===== config.mk =====
export PLATFORM = sky130hd
export DESIGN_NAME = cpm_seq_ctrl_flat
export DESIGN_NICKNAME = d
export VERILOG_FILES = /design/src/rtl/cpm_seq_ctrl_if.sv /design/src/rtl/cpm_seq_ctrl.sv /design/src/flat_wrapper.sv
export SDC_FILE = /design/constraint.sdc
export NUM_CORES = 1
export LEC_CHECK = 0
export ABC_AREA = 1
export CORE_MARGIN = 1
export CORE_UTILIZATION = 50
export CTS_CLUSTER_SIZE = 14
export DETAILED_ROUTE_END_ITERATION = 16
export GPL_ROUTABILITY_DRIVEN = 0
export PLACE_DENSITY = 0.72
export SETUP_SLACK_MARGIN = 0.4
export SYNTH_ARGS = -nofsm -noshare
export SYNTH_HDL_FRONTEND = slang
export SYNTH_SLANG_ARGS = --single-unit

===== constraint.sdc =====
create_clock -name clk -period 3.2 [get_ports clk]
set_input_delay 0.48 -clock clk [delete_from_list [all_inputs] [get_ports clk]]
set_output_delay 0.48 -clock clk [all_outputs]
set_load 0.03 [all_outputs]

===== src/rtl/cpm_seq_ctrl_if.sv =====
// Monitor-bus side of the CPM sequencer: run request/config in, pin drives and run result out.
interface cpm_seq_ctrl_if;
  logic        start;
  logic [3:0]  cfg_sel;
  logic [4:0]  thresh;
  logic [15:0] cpm_out;
  logic        sc_din;
  logic        sc_clk;
  logic        sc_len;
  logic        cpl_clk;
  logic        tdc_clk;
  logic        busy;
  logic        done;
  logic [4:0]  result;
  logic        alarm;
  logic        err;

  modport master (
    output start, cfg_sel, thresh, cpm_out,
    input  sc_din, sc_clk, sc_len, cpl_clk, tdc_clk, busy, done, result, alarm, err
  );

  modport slave (
    input  start, cfg_sel, thresh, cpm_out,
    output sc_din, sc_clk, sc_len, cpl_clk, tdc_clk, busy, done, result, alarm, err
  );
endinterface


===== src/rtl/cpm_seq_ctrl.sv =====
// CPM sequencer: optional 4-bit scan reload, SAMPLES launch/capture windows, min-edge result.
// DONE at cycle 1+L+SAMPLES*P after START; START is ignored (not queued) while busy.
module cpm_seq_ctrl #(
  parameter int SC_HALF = 2,
  parameter int CAP_DLY = 3,
  parameter int RELAX   = 4,
  parameter int SAMPLES = 4
) (
  input  logic          clk,
  input  logic          rst_n,
  cpm_seq_ctrl_if.slave bus
);
  localparam int P    = CAP_DLY + 3 + RELAX;
  localparam int BITP = 2 * SC_HALF;
  localparam int CMAX = (BITP > P) ? BITP : P;
  localparam int CW   = $clog2(CMAX + 1);

  typedef enum logic [2:0] {IDLE, SHIFT, LATCH, MEAS, EVAL} state_t;

  state_t        state, nxt_state;
  logic [CW-1:0] cnt, nxt_cnt;
  logic [3:0]    idx, nxt_idx;
  logic [3:0]    cfg_q, nxt_cfg, loaded, nxt_loaded;
  logic          cfg_valid, nxt_valid;
  logic [4:0]    thr_q, nxt_thr;
  logic [4:0]    run_min, nxt_min;
  logic          run_err, nxt_err;
  logic [4:0]    smp_cnt;
  logic          smp_bub;
  logic          sc_din_d, sc_clk_d, sc_len_d, cpl_d, tdc_d, busy_d, done_d;

  // {bubble, leading-ones count}, bit 15 is the first delay cell
  function automatic logic [5:0] decode(input logic [15:0] w);
    logic [4:0] c;
    logic       z;
    logic       b;
    c = '0;
    z = 1'b0;
    b = 1'b0;
    for (int i = 15; i >= 0; i--) begin
      if (!w[i])  z = 1'b1;
      else if (z) b = 1'b1;
      else        c = c + 5'd1;
    end
    return {b, c};
  endfunction

  always_comb {smp_bub, smp_cnt} = decode(bus.cpm_out);

  always_comb begin
    nxt_state  = state;
    nxt_cnt    = cnt;
    nxt_idx    = idx;
    nxt_cfg    = cfg_q;
    nxt_thr    = thr_q;
    nxt_loaded = loaded;
    nxt_valid  = cfg_valid;
    nxt_min    = run_min;
    nxt_err    = run_err;
    case (state)
      IDLE: if (bus.start) begin
        nxt_cfg   = bus.cfg_sel;
        nxt_thr   = bus.thresh;
        nxt_min   = 5'd16;
        nxt_err   = 1'b0;
        nxt_cnt   = '0;
        nxt_idx   = '0;
        nxt_state = (!cfg_valid || bus.cfg_sel != loaded) ? SHIFT : MEAS;
      end
      SHIFT: if (cnt == CW'(BITP - 1)) begin
        nxt_cnt = '0;
        if (idx == 4'd3) begin
          nxt_state = LATCH;
          nxt_idx   = '0;
        end else begin
          nxt_idx = idx + 4'd1;
        end
      end else begin
        nxt_cnt = cnt + 1'b1;
      end
      LATCH: if (cnt == CW'(BITP - 1)) begin
        nxt_state  = MEAS;
        nxt_cnt    = '0;
        nxt_valid  = 1'b1;
        nxt_loaded = cfg_q;
      end else begin
        nxt_cnt = cnt + 1'b1;
      end
      MEAS: begin
        // capture word is the one present the cycle after the capture edge falls
        if (cnt == CW'(CAP_DLY + 1)) begin
          if (smp_cnt < run_min) nxt_min = smp_cnt;
          if (smp_bub)           nxt_err = 1'b1;
        end
        if (cnt == CW'(P - 1)) begin
          nxt_cnt = '0;
          if (idx == 4'(SAMPLES - 1)) nxt_state = EVAL;
          else                        nxt_idx   = idx + 4'd1;
        end else begin
          nxt_cnt = cnt + 1'b1;
        end
      end
      EVAL:    nxt_state = IDLE;
      default: nxt_state = IDLE;
    endcase

    // pin values are decoded from the next state so every output is a flop
    sc_din_d = (nxt_state == SHIFT) ? nxt_cfg[nxt_idx[1:0]] : 1'b0;
    sc_clk_d = (nxt_state == SHIFT) && (nxt_cnt >= CW'(SC_HALF));
    sc_len_d = (nxt_state == LATCH) && (nxt_cnt < CW'(SC_HALF));
    cpl_d    = (nxt_state == MEAS)  && (nxt_cnt <= CW'(CAP_DLY));
    tdc_d    = (nxt_state == MEAS)  && (nxt_cnt == CW'(CAP_DLY));
    busy_d   = (nxt_state != IDLE);
    done_d   = (nxt_state == EVAL);
  end

  always_ff @(posedge clk or negedge rst_n) begin
    if (!rst_n) begin
      state       <= IDLE;
      cnt         <= '0;
      idx         <= '0;
      cfg_q       <= '0;
      thr_q       <= '0;
      loaded      <= '0;
      cfg_valid   <= 1'b0;
      run_min     <= '0;
      run_err     <= 1'b0;
      bus.sc_din  <= 1'b0;
      bus.sc_clk  <= 1'b0;
      bus.sc_len  <= 1'b0;
      bus.cpl_clk <= 1'b0;
      bus.tdc_clk <= 1'b0;
      bus.busy    <= 1'b0;
      bus.done    <= 1'b0;
      bus.result  <= '0;
      bus.alarm   <= 1'b0;
      bus.err     <= 1'b0;
    end else begin
      state       <= nxt_state;
      cnt         <= nxt_cnt;
      idx         <= nxt_idx;
      cfg_q       <= nxt_cfg;
      thr_q       <= nxt_thr;
      loaded      <= nxt_loaded;
      cfg_valid   <= nxt_valid;
      run_min     <= nxt_min;
      run_err     <= nxt_err;
      bus.sc_din  <= sc_din_d;
      bus.sc_clk  <= sc_clk_d;
      bus.sc_len  <= sc_len_d;
      bus.cpl_clk <= cpl_d;
      bus.tdc_clk <= tdc_d;
      bus.busy    <= busy_d;
      bus.done    <= done_d;
      if (done_d) begin
        bus.result <= nxt_min;
        bus.alarm  <= (nxt_min < thr_q);
        bus.err    <= nxt_err;
      end
    end
  end
endmodule


===== src/flat_wrapper.sv =====
// flat-port wrapper written by rule: the top's interface ports become plain ports
module cpm_seq_ctrl_flat 
#(
  parameter int SC_HALF = 2,
  parameter int CAP_DLY = 3,
  parameter int RELAX   = 4,
  parameter int SAMPLES = 4
)
  (clk, rst_n, bus_start, bus_cfg_sel, bus_thresh, bus_cpm_out, bus_sc_din, bus_sc_clk, bus_sc_len, bus_cpl_clk, bus_tdc_clk, bus_busy, bus_done, bus_result, bus_alarm, bus_err);
  cpm_seq_ctrl_if bus_i ();
  input  logic clk;
  input  logic rst_n;
  input wire logic [$bits(bus_i.start)-1:0] bus_start;
  input wire logic [$bits(bus_i.cfg_sel)-1:0] bus_cfg_sel;
  input wire logic [$bits(bus_i.thresh)-1:0] bus_thresh;
  input wire logic [$bits(bus_i.cpm_out)-1:0] bus_cpm_out;
  output wire logic [$bits(bus_i.sc_din)-1:0] bus_sc_din;
  output wire logic [$bits(bus_i.sc_clk)-1:0] bus_sc_clk;
  output wire logic [$bits(bus_i.sc_len)-1:0] bus_sc_len;
  output wire logic [$bits(bus_i.cpl_clk)-1:0] bus_cpl_clk;
  output wire logic [$bits(bus_i.tdc_clk)-1:0] bus_tdc_clk;
  output wire logic [$bits(bus_i.busy)-1:0] bus_busy;
  output wire logic [$bits(bus_i.done)-1:0] bus_done;
  output wire logic [$bits(bus_i.result)-1:0] bus_result;
  output wire logic [$bits(bus_i.alarm)-1:0] bus_alarm;
  output wire logic [$bits(bus_i.err)-1:0] bus_err;
  assign bus_i.start = bus_start;
  assign bus_i.cfg_sel = bus_cfg_sel;
  assign bus_i.thresh = bus_thresh;
  assign bus_i.cpm_out = bus_cpm_out;
  assign bus_sc_din = bus_i.sc_din;
  assign bus_sc_clk = bus_i.sc_clk;
  assign bus_sc_len = bus_i.sc_len;
  assign bus_cpl_clk = bus_i.cpl_clk;
  assign bus_tdc_clk = bus_i.tdc_clk;
  assign bus_busy = bus_i.busy;
  assign bus_done = bus_i.done;
  assign bus_result = bus_i.result;
  assign bus_alarm = bus_i.alarm;
  assign bus_err = bus_i.err;
  cpm_seq_ctrl #(.SC_HALF(SC_HALF), .CAP_DLY(CAP_DLY), .RELAX(RELAX), .SAMPLES(SAMPLES)) u_core (.clk(clk), .rst_n(rst_n), .bus(bus_i));
endmodule

* Word-level counts from Yosys, hierarchy flattened *
Cells that the tools add are included.

operators by class
  $add $sub $neg = 17
  $lt $le $gt $ge = 6
  eq/ne operators = 17
  multiplexer cells = 106
  reductions and logical operators = 13

operators with widths
  cell                                                            number
  two-way mux 5 bit                                               33
  adder 5 x 1 -> 5 bit, second input constant                     14
  two-way mux 1 bit                                               50
  two-way mux 4 bit                                               10
  case mux 4 bit (3 select lines)                                 2
  two-way mux 3 bit                                               6
  equality test 3 x 2 -> 1 bit, second input constant             4
  equality test 4 x 2 -> 1 bit, second input constant             3
  case mux 3 bit (4 select lines)                                 1
  less-than comparator 5 bit                                      2
  case mux 5 bit (2 select lines)                                 1
  adder 4 x 1 -> 4 bit, second input constant                     2
  equality test 3 x 1 -> 1 bit, second input constant             2
  nonzero test 3 bit                                              2
  AND reduction 5 bit                                             1
  equality test 4 x 3 -> 1 bit, second input constant             1
  equality test 4 bit, second input constant                      1
  >= comparator 4 x 2 -> 1 bit, second input constant             1
  less-or-equal comparator 4 x 2 -> 1 bit, second input constant  1
  logical AND 1 bit                                               4
  less-than comparator 4 x 2 -> 1 bit, second input constant      1
  inequality test 2 x 1 -> 1 bit, second input constant           2
  inequality test 2 bit, second input constant                    2
  inequality test 4 bit                                           1
  other kinds (11)                                                12

storage, ports and cells
  flip-flop bits (word level) = 45
  bits of input ports = 28
  output and inout port bits = 14
  logic and storage cells = 179

* Longest topological paths before layout *
Gate-level depths: netlist of the first run.

  depth after elaboration = 51
  gate-level depth with buffers = 67

* Worst setup path before layout of the first run *
Ideal clock, no wire load.

  path kind = input to register
  start = input port bus_cpm_out[15]
  end = register u_core.bus.alarm
  library setup time = 0.065 ns
  arrival = 8.514 ns
  data required time = 3.135 ns
  setup slack = -5.379 ns
  stages on the path = 65
  cell sequence = nand2_2 inv_1 ha_1 nand2_1 nand2_1 ha_1 o21ai_0 inv_1 ha_1 inv_1 nand3_1 nand2_1 a21oi_1 inv_1 nand3_1 inv_1 ha_1 nand4_1 (+29 left out) nand2_1 inv_1 xor2_1 inv_2 ha_1 a21oi_1 o21bai_1 a211oi_1 nand2_2 a21oi_1 o21ai_2 o21ai_2 ha_1 a21oi_1 nor2_1 a2111oi_0 o21ai_1 nand2_1

between the ends
  cells in the longest elaborated chain, start to end = 51
  elaborated cells on any way between the ends = 66
  those cells by class = 15 x add/sub; 2 x order compare; 49 x mux

RTL lines
  element                            line                   source
  from (decl)                        flat_wrapper.sv:16     input wire logic [$bits(bus_i.cpm_out)-1:0] bus_cpm_out;
  two-way mux 1 bit                  cpm_seq_ctrl.sv:41     if (!w[i]) z = 1'b1;
  adder 1 x 1 -> 2 bit               cpm_seq_ctrl.sv:43     else c = c + 5'd1;
  two-way mux 5 bit                  cpm_seq_ctrl.sv:42     else if (z) b = 1'b1;
  two-way mux 5 bit                  cpm_seq_ctrl.sv:41
  adder 5 x 1 -> 5 bit               cpm_seq_ctrl.sv:43
  two-way mux 5 bit                  cpm_seq_ctrl.sv:42
  two-way mux 5 bit                  cpm_seq_ctrl.sv:41
  adder 5 x 1 -> 5 bit               cpm_seq_ctrl.sv:43
  (+36 left out)                     -
  two-way mux 5 bit                  cpm_seq_ctrl.sv:42
  two-way mux 5 bit *                cpm_seq_ctrl.sv:41
  less-than comparator 5 bit         cpm_seq_ctrl.sv:92     if (smp_cnt < run_min) nxt_min = smp_cnt;
  two-way mux 5 bit *                cpm_seq_ctrl.sv:92
  two-way mux 5 bit *                cpm_seq_ctrl.sv:91     if (cnt == CW'(CAP_DLY + 1)) begin
  case mux 5 bit (2 select lines) *  cpm_seq_ctrl.sv:60     case (state)
  named net u_core.nxt_min[2]        cpm_seq_ctrl.sv:26     logic [4:0] run_min, nxt_min;
  less-than comparator 5 bit *       cpm_seq_ctrl.sv:157    bus.alarm <= (nxt_min < thr_q);
  to (signal assigned)               cpm_seq_ctrl.sv:157
  to (decl)                          cpm_seq_ctrl_if.sv:25  output sc_din, sc_clk, sc_len, cpl_clk, tdc_clk, busy, done, result, alarm, err

Mark *: on every way through the listed nets, which the timed path passes. The rest lies on a longest branch.
A chain may end at the register's enable or synchronous reset.

* Final worst setup path of the first run *
Ends and elaborated chain as after synthesis.

==> results of run 1 <==
flip-flops by register name, indices dropped and copies added (netlist names), 3 cells and up:
| register | flops |
|---|---|
| u_core.bus.result | 5 |
| u_core.cfg_q | 4 |
| u_core.cnt | 4 |
| u_core.idx | 4 |
| u_core.loaded | 4 |
| u_core.run_min | 5 |
| u_core.state | 3 |
| u_core.thr_q | 5 |
what timing repair did:
action                     in CTS  in global routing
pin swaps                      46                 45
buffers inserted               34                 11
setup endpoints to repair      13                 26
hold endpoints to repair        0                  0
gates resized for setup        52                 50
per-stage QoR:
| stage | utilization (%) | total power, µW | setup TNS (ps) | setup WS (ps) | hold slack (ps) |
|---|---|---|---|---|---|
| floorplan | - | 1801 | -44020 | -4696 | 184.4 |
| global placement | 70.37 | 2244 | -54940 | -5419 | 436.0 |
| detailed placement | 70.37 | 2305 | -58030 | -5820 | 453.2 |
| CTS | 76.39 | 2937 | -47440 | -4880 | 368.5 |
| global route | 79.84 | 3315 | -56950 | -5644 | 415.0 |
| finish | 79.84 | 3080 | -50340 | -5020 | 340.2 |
path summary, 6_finish.rpt:
path / cells past startpoint / end
worst max-delay path: 60 / u_core.bus.alarm$_DFFE_PN0P_
worst min-delay path: 1 / u_core.cnt[2]$_DFF_PN0_
worst max register to register: 18 / u_core.bus.alarm$_DFFE_PN0P_
worst min register to register: 2 / u_core.cfg_valid$_DFFE_PN0P_
max in group asynchronous: 1 / u_core.cnt[0]$_DFF_PN0_
min in group clk: 2 / u_core.cfg_valid$_DFFE_PN0P_
synthesized netlist by cell type (2+ instances only):
cell type	number
sky130_fd_sc_hd__a211oi_1	2
sky130_fd_sc_hd__a21oi_1	33
sky130_fd_sc_hd__a31oi_1	3
sky130_fd_sc_hd__clkbuf_1	3
sky130_fd_sc_hd__dfrtp_1	45
sky130_fd_sc_hd__ha_1	28
sky130_fd_sc_hd__inv_1	110
sky130_fd_sc_hd__inv_2	7
sky130_fd_sc_hd__nand2_1	153
sky130_fd_sc_hd__nand2_2	18
sky130_fd_sc_hd__nand2_4	6
sky130_fd_sc_hd__nand3_1	38
sky130_fd_sc_hd__nand3_2	10
sky130_fd_sc_hd__nand3b_1	3
sky130_fd_sc_hd__nand4_1	15
sky130_fd_sc_hd__nor2_1	51
sky130_fd_sc_hd__nor2_2	7
sky130_fd_sc_hd__nor2_4	3
sky130_fd_sc_hd__nor3_1	5
sky130_fd_sc_hd__o211ai_1	5
sky130_fd_sc_hd__o21ai_0	36
sky130_fd_sc_hd__o21ai_1	4
sky130_fd_sc_hd__o21ai_2	2
sky130_fd_sc_hd__o22ai_1	4
sky130_fd_sc_hd__or2_2	2
sky130_fd_sc_hd__xor2_1	4
worst max-delay path: cells and delay by family:
kind / cells / cell delay [ps]
adders and majority gates: 11 / 2820
AOI/OAI and AO/OA: 19 / 2840
and+or+nand+nor: 17 / 1310
buffers and inverters: 12 / 870
xor gates and xnor gates: 1 / 140
per-layer routing:
metal	track usage, %	wire length [µm]	up-vias
li1	-	-	2375
met1	34.94	5072	2174
met2	49.88	6092	136
met3	3.202	496	40
met4	7.552	342	0
met5	0	0	-
layout make-up:
cell class,count,area (µm²),share of cell area [%]
clock buffers,7,86.33,1.385
clock inverters,1,30.03,0.4817
inverters,117,451.7,7.246
multi-input cells,449,2838,45.52
flip-flops and latches,45,1127,18.09
well taps,102,127.6,2.047
repair buffers,187,1573,25.23
cells by family after synthesis:
logic type               synth area share [%]
AO/OA/AOI/OAI                           13.51
buffers and inverters                   11.31
AND/OR/NAND/NOR                         37.81
adder cells (fa/ha/maj)                 8.558
multiplexers                           0.2445
flip-flops                              27.51
XOR/XNOR                                1.070
power by group through the flow:
stage	Sequential [µW]	Clock, µW	Combinational [µW]
floorplan	870	0	931
global placement	829	0	1420
detailed placement	836	0	1470
CTS	826	458	1650
global route	849	476	1990
finish	830	457	1790
==> impl_results.md, run 1 <==
* Upper clock frequency limit at roughly 120 MHz
* Worst slew slack as a fraction of its limit at between 30 and 40%
* Slew @ Worst Pin at 1017 ps
* Number of buffers added by the clock tree synthesis step at 5
* Combinational power share at between 50 and 60%
* Via count of the first global-routing pass at around 4400
* Critical path origin: bus_cpm_out[15]
* Commonest cells after routing, fill and taps aside: sky130_fd_sc_hd__nand2_1, sky130_fd_sc_hd__buf_4, sky130_fd_sc_hd__inv_1
* Most common cell on crit path: sky130_fd_sc_hd__nand2_1
* Number of DRC markers after the initial detailed-route iteration at about 220
* Total routed wirelength at 12010 µm
* First-pass GRT wire length at about 19000 µm
* IO buf count at 41
* HP Class: in -> async
* Sequential cell area fraction in the yosys report at between 20 and 30%
* Number of H-tree branching levels at 2
* Detailed Routing Iterations Pass 1 at 5
* Die height at 92.49 µm
* Worst Setup Path Type: in -> reg
* Proportion of layout cells with a drive suffix above 1 at about 34%
* Required time at the worst-slack endpoint at between 3000 and 4000 ps
* Post-route fraction of the period consumed by the critical path at 256.9%
* Cells taking the most area after synthesis: sky130_fd_sc_hd__dfrtp_1, sky130_fd_sc_hd__nand2_1, sky130_fd_sc_hd__inv_1, sky130_fd_sc_hd__ha_1, sky130_fd_sc_hd__nor2_1
* Post-DRT Antenna Nets at 0
* Max-Cap Viols at 0
* Netlist area before placement at roughly 4100 µm²
* Overall global routing resource usage at around 28%
* Setup repair after global routing missed its margin: yes
* Switch Pwr at roughly 1300 µW
* Arrival time reported for the critical path endpoint at approximately 8500 ps
* Run status: finished, violations left
* Area of all placed cells without fillers at 6233 µm²
* Number of antenna violations at the first check in global routing at 0
* Switching Share at a little over two fifths
* Cell type with the largest total area after synthesis: sky130_fd_sc_hd__dfrtp_1
* Most used flip-flop cell after synthesis: sky130_fd_sc_hd__dfrtp_1
* Total global routing overflow at 0
* Library cell contributing the largest single delay on the critical path: sky130_fd_sc_hd__ha_1
* Initial Util at 52.44%
* Violated checks: setup timing
* Setup skew after layout at between 8 and 9 ps
* Die outline area at 8553 µm²
* Clk sinks at 45
* Kind of launch point of the worst setup path: input port
* Biggest fanout along the worst timing path at 8
* Final cell count without fillers at a little over 900
* Setup slack on the worst flop-to-flop path at around 440 ps
* Minimum period implied by the final worst setup slack at about 8000 ps
* Maximum cell stage delay along the critical path at 320 ps
* # hold bufs at CTS at 0
* Nets at 861
* Final hold violations at 0
* Post-synthesis cell count at just over 600
* Power per Cell Area at between 400 and 500 nW/µm²
* Proportion of netlist area held by the largest area contributor at between 20% and 30%
* Total instance count after detailed placement at around 860
* Count of flip-flops with a built-in enable after synthesis at 0
* Routed via count divided by cell count at roughly 5.2
* CTS Root Cell: sky130_fd_sc_hd__clkbuf_8
* Post-Synthesis Net Count at 672
* Post-synthesis sequential element count at 45
* Die X-Extent at 92.49 µm
* Largest net degree at the start of global routing at 46
* Clock tree from TritonCTS: built
* Post-route DRC violation count at 0
* PnR worst setup slack at -5020 ps
* Mean routed wirelength per cell at 13.22 µm
* Yosys warning count at 0
* Top-Level Pins at 42
* Placed standard-cell area at 5494 µm²
* Async set-reset flop share out of synthesis at 100.0%
* Design internal power at around 1700 µW
* Antenna diode instance count at 0
* Placed wire-length estimate after detailed placement at about 8300 µm
* Clock latency on the worst-skew pair at approximately 310 ps
* Most common cell after layout, fill and taps aside: sky130_fd_sc_hd__nand2_1
* Part of the total power dissipated in the clock network at between 10% and 20%
* Std-Cell Core Area at 7807 µm²
* Sort of element at the end of the critical path: flop
* Maximum vdd drop at approximately 0.38 mV
* Number of max-slew violations in the final report at 0
* Mean Syn Cell Area at between 6 and 7 µm²
* Max Root-Sink Buffers at 2
* Vias at roughly 4700
* Final setup vio count at 13
* Clock-pin slew reported for the worst setup and hold paths after clock tree synthesis at roughly 90 ps
* Area growth from synthesis to final layout at 52.26%
* Leakage power figure at roughly 0.0033 µW
* Cell Rows at 32
* Part of the power in registers at 27.0%
* Fill cell total of the finished layout at 516
* Beginning of the worst register-to-register path: u_core.cnt[1]$_DFF_PN0_
* Count of cell types in the netlist at between 40 and 50
Power figures use the tool's default switching activity.
==> run 2: changes to the inputs <==
Clock period 3.2 ns to 9.65 ns, I/O delays scaled along.
==> run 2 against run 1 <==
Compared with the run above: the run now ends clean; sequential power decreased by 67%; via count decreased by 12%; register-to-register slack improved by 5900 ps; cell count decreased by 11%; utilization decreased by 12 points; global-route usage decreased by 3.9 points; first-iteration DRC count decreased by 19%; critical path depth increased by 5; wire length decreased by 17%.
==> impl_results.md, run 2 (synthesis gave the netlist of run 1 again) <==
* Die X-Extent at 92.49 µm (unchanged)
* Max-Cap Viols at 0 (unchanged)
* Slew @ Worst Pin at 993.3 ps (-23.26 ps)
* HP Class: reg -> reg
* Die outline area at 8553 µm² (unchanged)
* Family of cells with the greatest summed delay on the critical path: adder cells
* Via count of the first global-routing pass at 3928 (-11%)
* Die height at 92.49 µm (unchanged)
* Top Registers: u_core.bus.result: 5 flops, u_core.run_min: 5 flops, u_core.thr_q: 5 flops
* Post-route DRC violation count at 0 (unchanged)
* Arrival time reported for the critical path endpoint at 9380 ps (+910 ps)
* IO buf count at 41 (unchanged)
* Final setup vio count at 0 (-13)
* Power per Cell Area at 168.9 nW/µm² (-66%)
* Upper clock frequency limit at about 110 MHz
* Antenna diode instance count at 0 (unchanged)
* Clock-pin slew reported for the worst setup and hold paths after clock tree synthesis at 90 ps (about the same)
* Sort of element at the end of the critical path: flop
* Run status: complete, no violations
* Required time at the worst-slack endpoint at 9890 ps (+6440 ps)
* Minimum period implied by the final worst setup slack at 9137 ps
* Number of DRC markers after the initial detailed-route iteration at 176 (-19%)
* First-pass GRT wire length at 16660 µm (-13%)
* Clock tree from TritonCTS: built
* Cell Rows at 32 (unchanged)
* Placed wire-length estimate after detailed placement at 7388 µm (-11%)
* Worst slew slack as a fraction of its limit at 33.78% (+1.6 points)
* Maximum cell stage delay along the critical path at 310 ps (about the same)
* Number of buffers added by the clock tree synthesis step at 5 (unchanged)
* Nets at 760 (-12%)
* Commonest cells after routing, fill and taps aside: sky130_fd_sc_hd__nand2_1, sky130_fd_sc_hd__inv_1, sky130_fd_sc_hd__nor2_1
* Total routed wirelength at 9994 µm (-17%)
* Total global routing overflow at 0 (unchanged)
* Most common cell after layout, fill and taps aside: sky130_fd_sc_hd__nand2_1
* Kind of launch point of the worst setup path: input port
* Placed standard-cell area at 4802 µm² (-13%)
* Std-Cell Core Area at 7807 µm² (unchanged)
* Initial Util at 52.44% (unchanged)
* # hold bufs at CTS at 0 (unchanged)
* Final hold violations at 0 (unchanged)
* Vias at 4178 (-12%)
* Post-DRT Antenna Nets at 0 (unchanged)
* Library cell contributing the largest single delay on the critical path: sky130_fd_sc_hd__a2111oi_2
* Post-route fraction of the period consumed by the critical path at between 90% and 100%
* Setup repair after global routing missed its margin: yes
* Leakage power figure at 0.002776 µW (-16%)
* Number of antenna violations at the first check in global routing at 0 (unchanged)
* Biggest fanout along the worst timing path at 8 (unchanged)
* Mean routed wirelength per cell at 12.38 µm (-6.3%)
* Clock latency on the worst-skew pair at 300 ps (about the same)
* CTS Root Cell: sky130_fd_sc_hd__clkbuf_8
* Clk sinks at 45 (unchanged)
* Routed via count divided by cell count at 5.177 (-0.51%)
* Maximum vdd drop at 0.1405 mV (-63%)
* Largest net degree at the start of global routing at 46 (unchanged)
* Final Total Pwr at 891.7 µW (-71%)
* Detailed Routing Iterations Pass 1 at 4 (-1)
* Number of H-tree branching levels at 2 (unchanged)
* Top-Level Pins at 42 (unchanged)
* Max Root-Sink Buffers at 2 (unchanged)
* Setup skew after layout at 5.172 ps (-3.117 ps)
* Critical path buffers and inverters at 13 (+1)
* Overall global routing resource usage at 23.82% (-3.9 points)
* Number of max-slew violations in the final report at 0 (unchanged)
* Share of the core filled with cells in the final layout at 67.61% (-12 points)
* Area growth from synthesis to final layout at 28.94%
* Worst Setup Path Type: in -> reg
* Proportion of layout cells with a drive suffix above 1 at 22.84% (-11 points)
* Area of all placed cells without fillers at 5279 µm² (-15%)
==> run 2: cell types whose count changed in the layout (fill, tap and decap cells not counted), sizes merged <==
cell,delta
dlymetal6s2s,+1
buf,-102
dlygate4sd2,-2
clkinv,+1
clkdlybuf4s15,-1
clkdlybuf4s50,+3
bufinv,-1
==> run 2: cell type report <==
| class | instances | area, µm² |
|---|---|---|
| well taps | 102 | 127.6 |
| clock inverters | 1 | 5.005 |
| repair buffers | 86 | 752.0 |
| clock buffers | 7 | 96.34 |
| fillers | 685 | 2529 |
| inverters | 117 | 444.2 |
| multi-input cells | 449 | 2728 |
| flip-flops and latches | 45 | 1126 |
==> run 2: power breakdown <==
group / switching [µW] / total [µW] / internal [µW]
clock: 65.2 / 130 / 64.8
sequential: 27.6 / 274 / 247
combinational: 307 / 487 / 180
==> run 2: worst paths after layout <==
kind / from / endpoint / slack (ps) / depth (start not counted)
hold / removal: u_core.cfg_valid$_DFFE_PN0P_ / u_core.cfg_valid$_DFFE_PN0P_ / 460 / 2
max in group asynchronous: rst_n / u_core.bus.err$_DFFE_PN0P_ / 7730 / 1
setup / recovery: bus_cpm_out[14] / u_core.bus.alarm$_DFFE_PN0P_ / 510 / 65
min in group asynchronous: rst_n / u_core.bus.tdc_clk$_DFF_PN0_ / 1310 / 1
hold reg to reg: u_core.cfg_valid$_DFFE_PN0P_ / u_core.cfg_valid$_DFFE_PN0P_ / 460 / 2
setup reg to reg: u_core.cnt[0]$_DFF_PN0_ / u_core.bus.alarm$_DFFE_PN0P_ / 6380 / 19
==> run 2: stage by stage <==
| step | instances | hold slack (ps) | setup TNS (ps) | worst slack (ps) |
|---|---|---|---|---|
| 2_1_floorplan | 616 | 422.4 | 0 | 431.3 |
| 3_3_place_gp | 778 | 440.8 | -132.3 | -132.3 |
| 3_5_place_dp | 778 | 442.8 | -500.6 | -500.6 |
| 4_1_cts | 803 | 465.0 | 0 | 402.0 |
| 5_1_grt | 807 | 501.7 | -95.77 | -95.77 |
| 6_report | 807 | 461.1 | 0 | 513.4 |
==> run 2: worst min-delay path: stages, from the launching register on <==
cell,delay [ps]
sky130_fd_sc_hd__dfrtp_1,330
sky130_fd_sc_hd__inv_1,50
sky130_fd_sc_hd__nand2_1,50
==> run 2: layer usage <==
metal  global-route usage, %  up-vias  wire, µm
li1                        -     2167         -
met4                   6.641        0       179
met2                   41.79      101      4871
met5                       0        -         0
met3                   3.038       17       380
met1                   30.61     1893      4562
==> run 2: repair_timing <==
| item | 4_1_cts | 5_1_grt |
|---|---|---|
| resized for setup | 20 | 48 |
| pin swaps | 21 | 42 |
| setup endpoints to repair | 2 | 11 |
| setup buffers | 17 | 4 |
| gates cloned | 0 | 0 |
